`src/rtl/rr_mux_arbiter_pkg.sv`:
```
// Shared types and elaboration helpers for the round-robin mux arbiter.
package rr_mux_arbiter_pkg;

    typedef enum logic {
        IDLE = 1'b0,
        BUSY = 1'b1
    } state_e;

    function automatic int unsigned sel_width(input int unsigned n);
        return $clog2(n);
    endfunction

    function automatic bit is_pow2(input int unsigned n);
        return (n != 0) && ((n & (n - 1)) == 0);
    endfunction

endpackage

```
`src/rtl/rr_mux_arbiter_if.sv`:
```
// Requester-side and output-side bus of the shared mux arbiter.
interface rr_mux_arbiter_if #(
    parameter int unsigned N    = 8,
    parameter int unsigned SELW = 3,
    parameter int unsigned DW   = 8
);
    logic [N-1:0]    req;
    logic [N-1:0]    last;
    logic [N*DW-1:0] in_data;
    logic            out_ready;
    logic [N-1:0]    grant;
    logic [SELW-1:0] sel;
    logic            out_valid;
    logic [DW-1:0]   out_data;
    logic            out_last;

    modport master (
        output req, last, in_data, out_ready,
        input  grant, sel, out_valid, out_data, out_last
    );

    modport slave (
        input  req, last, in_data, out_ready,
        output grant, sel, out_valid, out_data, out_last
    );
endinterface

```
`src/rtl/rr_mux_arbiter_pick.sv`:
```
// Round-robin priority scan: first set request after ptr, wrapping, ptr itself last.
module rr_pick
    import rr_mux_arbiter_pkg::*;
#(
    parameter  int unsigned N    = 8,
    localparam int unsigned SELW = sel_width(N)
) (
    input  logic [N-1:0]    i_req,
    input  logic [SELW-1:0] i_ptr,
    output logic            o_any,
    output logic [SELW-1:0] o_idx
);

    logic [SELW-1:0] w_cand;

    // N is a power of two, so SELW-bit addition wraps modulo N.
    always_comb begin
        o_any  = 1'b0;
        o_idx  = '0;
        w_cand = '0;
        for (int k = 1; k <= int'(N); k++) begin
            w_cand = i_ptr + SELW'(k);
            if (!o_any && i_req[w_cand]) begin
                o_any = 1'b1;
                o_idx = w_cand;
            end
        end
    end

endmodule

```
`src/rtl/rr_mux_arbiter.sv`:
```
// Round-robin arbiter that owns the select of a shared N:1 word mux and streams
// the granted requester's beats, bounded by last or MAXHOLD beats per grant.
module rr_mux_arbiter
    import rr_mux_arbiter_pkg::*;
#(
    parameter int unsigned N       = 8,
    parameter int unsigned SELW    = 3,
    parameter int unsigned DW      = 8,
    parameter int unsigned MAXHOLD = 4
) (
    input  logic           clk,
    input  logic           rst,
    rr_mux_arbiter_if.slave bus
);

    localparam int unsigned CNTW = $clog2(MAXHOLD) + 1;

    if (!is_pow2(N) || (N < 2) || (N > 16)) begin : g_chk_n
        $error("rr_mux_arbiter: N must be a power of two in 2..16");
    end
    if (SELW != sel_width(N)) begin : g_chk_selw
        $error("rr_mux_arbiter: SELW must equal log2(N)");
    end
    if (MAXHOLD < 1) begin : g_chk_hold
        $error("rr_mux_arbiter: MAXHOLD must be at least 1");
    end

    state_e          r_state;
    logic [N-1:0]    r_grant;
    logic [SELW-1:0] r_sel;
    logic [SELW-1:0] r_ptr;
    logic [CNTW-1:0] r_count;

    state_e          w_nxt_state;
    logic [N-1:0]    w_nxt_grant;
    logic [SELW-1:0] w_nxt_sel;
    logic [SELW-1:0] w_nxt_ptr;
    logic [CNTW-1:0] w_nxt_count;

    logic            w_busy;
    logic            w_valid;
    logic            w_at_max;
    logic            w_last;
    logic            w_xfer;
    logic            w_release;
    logic [SELW-1:0] w_pick_ptr;
    logic            w_pick_any;
    logic [SELW-1:0] w_pick_idx;
    logic [N-1:0]    w_pick_onehot;

    assign w_busy    = (r_state == BUSY);
    assign w_valid   = w_busy & bus.req[r_sel];
    assign w_at_max  = (r_count == CNTW'(MAXHOLD - 1));
    assign w_last    = w_valid & (bus.last[r_sel] | w_at_max);
    assign w_xfer    = w_valid & bus.out_ready;
    assign w_release = (w_xfer & w_last) | ~w_valid;

    // In BUSY the pick only matters on release, where ptr becomes sel.
    assign w_pick_ptr    = w_busy ? r_sel : r_ptr;
    assign w_pick_onehot = N'(1) << w_pick_idx;

    rr_pick #(.N(N)) u_pick (
        .i_req (bus.req),
        .i_ptr (w_pick_ptr),
        .o_any (w_pick_any),
        .o_idx (w_pick_idx)
    );

    always_ff @(posedge clk) begin
        if (rst) begin
            r_state <= IDLE;
            r_grant <= '0;
            r_sel   <= '0;
            r_ptr   <= SELW'(N - 1);
            r_count <= '0;
        end else begin
            r_state <= w_nxt_state;
            r_grant <= w_nxt_grant;
            r_sel   <= w_nxt_sel;
            r_ptr   <= w_nxt_ptr;
            r_count <= w_nxt_count;
        end
    end

    always_comb begin
        w_nxt_state = r_state;
        w_nxt_grant = r_grant;
        w_nxt_sel   = r_sel;
        w_nxt_ptr   = r_ptr;
        w_nxt_count = r_count;
        case (r_state)
            IDLE: begin
                if (w_pick_any) begin
                    w_nxt_state = BUSY;
                    w_nxt_sel   = w_pick_idx;
                    w_nxt_grant = w_pick_onehot;
                    w_nxt_count = '0;
                end
            end
            BUSY: begin
                if (w_release) begin
                    w_nxt_ptr   = r_sel;
                    w_nxt_count = '0;
                    if (w_pick_any) begin
                        w_nxt_sel   = w_pick_idx;
                        w_nxt_grant = w_pick_onehot;
                    end else begin
                        w_nxt_state = IDLE;
                        w_nxt_grant = '0;
                    end
                end else if (w_xfer) begin
                    w_nxt_count = r_count + CNTW'(1);
                end
            end
            default: ;
        endcase
    end

    assign bus.grant     = r_grant;
    assign bus.sel       = r_sel;
    assign bus.out_valid = w_valid;
    assign bus.out_data  = bus.in_data[r_sel*DW +: DW];
    assign bus.out_last  = w_last;

endmodule

```
`src/flat_wrapper.sv`:
```
// flat-port wrapper written by rule: the top's interface ports become plain ports
module rr_mux_arbiter_flat import rr_mux_arbiter_pkg::*;
#(
    parameter int unsigned N       = 8,
    parameter int unsigned SELW    = 3,
    parameter int unsigned DW      = 8,
    parameter int unsigned MAXHOLD = 4
)
  (clk, rst, bus_req, bus_last, bus_in_data, bus_out_ready, bus_grant, bus_sel, bus_out_valid, bus_out_data, bus_out_last);
  rr_mux_arbiter_if #(.N(N), .SELW(SELW), .DW(DW)) bus_i ();
  input  logic clk;
  input  logic rst;
  input wire logic [$bits(bus_i.req)-1:0] bus_req;
  input wire logic [$bits(bus_i.last)-1:0] bus_last;
  input wire logic [$bits(bus_i.in_data)-1:0] bus_in_data;
  input wire logic [$bits(bus_i.out_ready)-1:0] bus_out_ready;
  output wire logic [$bits(bus_i.grant)-1:0] bus_grant;
  output wire logic [$bits(bus_i.sel)-1:0] bus_sel;
  output wire logic [$bits(bus_i.out_valid)-1:0] bus_out_valid;
  output wire logic [$bits(bus_i.out_data)-1:0] bus_out_data;
  output wire logic [$bits(bus_i.out_last)-1:0] bus_out_last;
  assign bus_i.req = bus_req;
  assign bus_i.last = bus_last;
  assign bus_i.in_data = bus_in_data;
  assign bus_i.out_ready = bus_out_ready;
  assign bus_grant = bus_i.grant;
  assign bus_sel = bus_i.sel;
  assign bus_out_valid = bus_i.out_valid;
  assign bus_out_data = bus_i.out_data;
  assign bus_out_last = bus_i.out_last;
  rr_mux_arbiter #(.N(N), .SELW(SELW), .DW(DW), .MAXHOLD(MAXHOLD)) u_core (.clk(clk), .rst(rst), .bus(bus_i));
endmodule
```
`config.mk`:
```
export PLATFORM = sky130hd
export DESIGN_NAME = rr_mux_arbiter_flat
export DESIGN_NICKNAME = d
export VERILOG_FILES = /design/src/rtl/rr_mux_arbiter_pkg.sv /design/src/rtl/rr_mux_arbiter_if.sv /design/src/rtl/rr_mux_arbiter_pick.sv /design/src/rtl/rr_mux_arbiter.sv /design/src/flat_wrapper.sv
export SDC_FILE = /design/constraint.sdc
export NUM_CORES = 1
export LEC_CHECK = 0
export BUFFER_PORTS_ARGS = -buffer_cell sky130_fd_sc_hd__buf_2
export CORE_MARGIN = 4
export CORE_UTILIZATION = 40
export CTS_CLUSTER_DIAMETER = 100
export DETAILED_ROUTE_END_ITERATION = 16
export GPL_ROUTABILITY_DRIVEN = 0
export GPL_TIMING_DRIVEN = 0
export PLACE_DENSITY = 0.7
export SLEW_MARGIN = 20
export SYNTH_ARGS = -nofsm -noshare
export SYNTH_HDL_FRONTEND = slang
export SYNTH_HIERARCHICAL = 1
export SYNTH_SLANG_ARGS = --single-unit
```
`constraint.sdc`:
```
create_clock -name clk -period 6.69 [get_ports clk]
set_input_delay 1.0035 -clock clk [delete_from_list [all_inputs] [get_ports clk]]
set_output_delay 1.0035 -clock clk [all_outputs]
set_load 0.05 [all_outputs]
```
==> impl_metrics.csv <==
group,metric,value,unit
timing,timing.final.crit_share,0.900,
global_route,grt_overflow_total,0,
floorplan,coreArea,5470,sq um
worst_setup_path,rr_startpoint,"u_core/bus.sel[1]",
floorplan,start_util,0.412,
synthesis,yosys_warnings,6,
synthesis,syn_area,2260,sq um
power,vdd_ir_drop_max,0.215,mV
drt,drcViolationCount,0,
timing,rsz0062_at_grt,"no",
cells_and_area,num-fill-cells,538,
timing,fin_tns_setup,0,ps
placed_design,hpwl,5610,um
cells_and_area,antenna_cells,0,
outcome,status,"complete, no violations",
placed_design,portBuffers,102,
drt,vias,2252,
worst_hold_path,hp-start,"u_core/r_count[2]",
global_route,grt_pass1_vias,2273,
worst_hold_path,hold_path.class,"flop to flop",
clock_network,cts.sinks,18,
timing,fin_crit,6020,ps
clock_network,cts.clk_slew.worst_paths,70,ps
floorplan,die_y,83.1,um
worst_setup_path,critPathLaunch,"u_core/bus.sel[1]",
power,leakage,0.00130,uW
clock_network,cts_resized,0,
synthesis,syn_nets,302,
drt,via_per_inst,5.74,
clock_network,clock-root-buffer,"clkbuf_8",
clock_network,postCtsSetupBuffers,0,
synthesis,ys_types,52,
drt,wire_per_inst,16.9,um
clock_network,cts_buffer_depth,2,
drt,dr.pass1.iters,4,
global_route,antenna_found_initial,0,
clock_network,holdBufCountCts,0,
worst_setup_path,crit_required,6880,ps
power,p_int,640,uW
drt,totalWireLength,6620,um
clock_network,tritoncts,"built",
floorplan,die_w,83.1,um
clock_network,worstSkewPairLatency,250,ps
power,switching_share,0.539,
power,p_total,1390,uW
drt,drt-initial-drc-count,105,
timing,finalHoldViolations,0,
synthesis,synthArstFlopShare,0,
power,clockPowerShare,0.053,
worst_setup_path,cp.arrival,6210,ps
worst_setup_path,crit_fanout,10,
synthesis,synth_edf_count,0,
timing,relSlewSlack,0.582,
floorplan,die-area,6910,sq um
timing,tightest_slew,628,ps
global_route,track_usage,0.190,
flow_run,cap_violations,0,
cells_and_area,fin_nets,409,
drt,antenna_left,0,
synthesis,postSynthCellCount,215,
worst_setup_path,critPathLaunchType,"flop",
clock_network,cts-htree-levels,1,
synthesis,synth_seq_cells,18,
worst_setup_path,worstSetupPathType,"flop to flop",
power,seqPwrFrac,0.121,
synthesis,ys_seq_area_frac,0.160,
floorplan,ios,104,
cells_and_area,area_growth,28.5,%
floorplan,rows,27,
timing,fmax,166,MHz
worst_setup_path,crit_path_end_kind,"flop",
timing,slew_violations,0,
timing,setup_viol_count_final,0,
power,comb_power_share,0.826,
global_route,grt_max_degree,11,
power,p_per_area,480,nW/um^2
global_route,grt_pass1_wl,11100,um
power,power.switching,750,uW
synthesis,synth_top_flop_cell,"dfxtp_1",
synthesis,avgSynthCellArea,10.5,sq um
timing,fin_worst_skew,4.00,ps
cells_and_area,layout-drive-gt1-share,0.506,
clock_network,cts_buffers,3,
power groups by stage:
stage,registers [uW],logic [uW],clock network (uW)
2_1_floorplan,256,834,0
3_3_place_gp,169,1130,0
3_5_place_dp,170,1140,0
4_1_cts,168,1150,75.1
5_1_grt,172,1250,78.9
6_report,168,1150,73.9
kinds of logic (layout without fill, tap and decap cells):
| logic type | after synthesis | count (layout) | synth area share |
|---|---|---|---|
| multiplexers | 61 | 61 | 0.445 |
| AND/OR/NAND/NOR | 55 | 55 | 0.121 |
| AO/OA/AOI/OAI | 49 | 49 | 0.181 |
| buffers and inverters | 25 | 130 | 0.0588 |
| flip-flops | 18 | 18 | 0.160 |
| adder cells (fa/ha/maj) | 4 | 4 | 0.0222 |
| XOR/XNOR | 3 | 3 | 0.0116 |
placed cells by master, fill, tap and decap left out, drive strengths merged, types with 3 or more instances in the layout:
cell    instances
a32o            8
inv             8
dfxtp          18
mux4           26
nor2           20
clkbuf         11
nand2b          7
nor3            6
mux2i          11
buf           111
o21ai           5
mux2           24
a21oi          11
a31oi           4
nand2          10
nor2b           4
ha              4
nand3           3
path summary, 6_finish.rpt:
check / slack, ps / cells after the start / end
setup / recovery: 670 / 18 / u_core/bus.grant[2]
hold / removal: 450 / 1 / u_core/r_count[2]
setup reg to reg: 670 / 18 / u_core/bus.grant[2]
hold reg to reg: 450 / 1 / u_core/r_count[2]
synth_stat cells, types with 5 or more instances:
master / instances / area share
mux4_1: 5 / 0.058
nand2_1: 9 / 0.015
mux4_2: 21 / 0.21
mux2_1: 5 / 0.025
inv_1: 8 / 0.013
a32o_1: 8 / 0.035
mux2i_1: 11 / 0.049
clkbuf_1: 8 / 0.013
a21oi_1: 10 / 0.022
nor2_1: 20 / 0.033
nand2b_1: 7 / 0.019
nor3_1: 5 / 0.011
dfxtp_1: 18 / 0.16
mux2_2: 14 / 0.070
mux2_4: 5 / 0.033
worst max-delay path, stage by stage, from the launching register on:
cell      delay (ps)
dfxtp_1          490
clkbuf_1         530
clkbuf_1         480
mux2_2           270
clkbuf_1         270
clkbuf_1         400
inv_1            190
ha_1             310
clkbuf_1         370
mux4_1           480
mux2_2           350
or4_1            470
buf_2            170
nor3_2           190
nand2_1          150
nor2_1           250
a31oi_4           60
o21ai_2          330
a32o_1           190
metrics by stage:
stage           util  cells  hold WS [ps]  area, sq um  setup slack [ps]
3_5_place_dp   0.522    389           441         2860               725
3_3_place_gp   0.522    389           434         2860               764
2_1_floorplan      -    215           426         2260              1380
4_1_cts        0.529    392           456         2900               667
6_report       0.529    392           454         2900               668
5_1_grt        0.529    392           473         2900              90.3
registers in the layout (all words and copies together) (netlist names):
signal,cells
u_core/r_ptr,3
u_core/r_count,3
u_core/bus.grant,8
u_core/r_state,1
u_core/bus.sel,3
final cells by class:
type                    instances  area [sq um]  share of cell area
clock buffers                   3          41.3              0.0142
plain buffers                  17           103              0.0354
multi-input cells             172          1760               0.608
inverters                       8          30.0              0.0104
flip-flops and latches         18           360               0.124
well taps                      72          90.1              0.0311
repair buffers                102           510               0.176
routing by layer:
layer	part of all wire	routed length (um)	track usage	vias up
met5	0	0	0	-
met4	0.0098	65	0.0312	0
met3	0.044	289	0.0159	8
met2	0.53	3500	0.337	69
met1	0.42	2760	0.254	1107
li1	-	-	-	1068
Power figures use the tool's default switching activity.
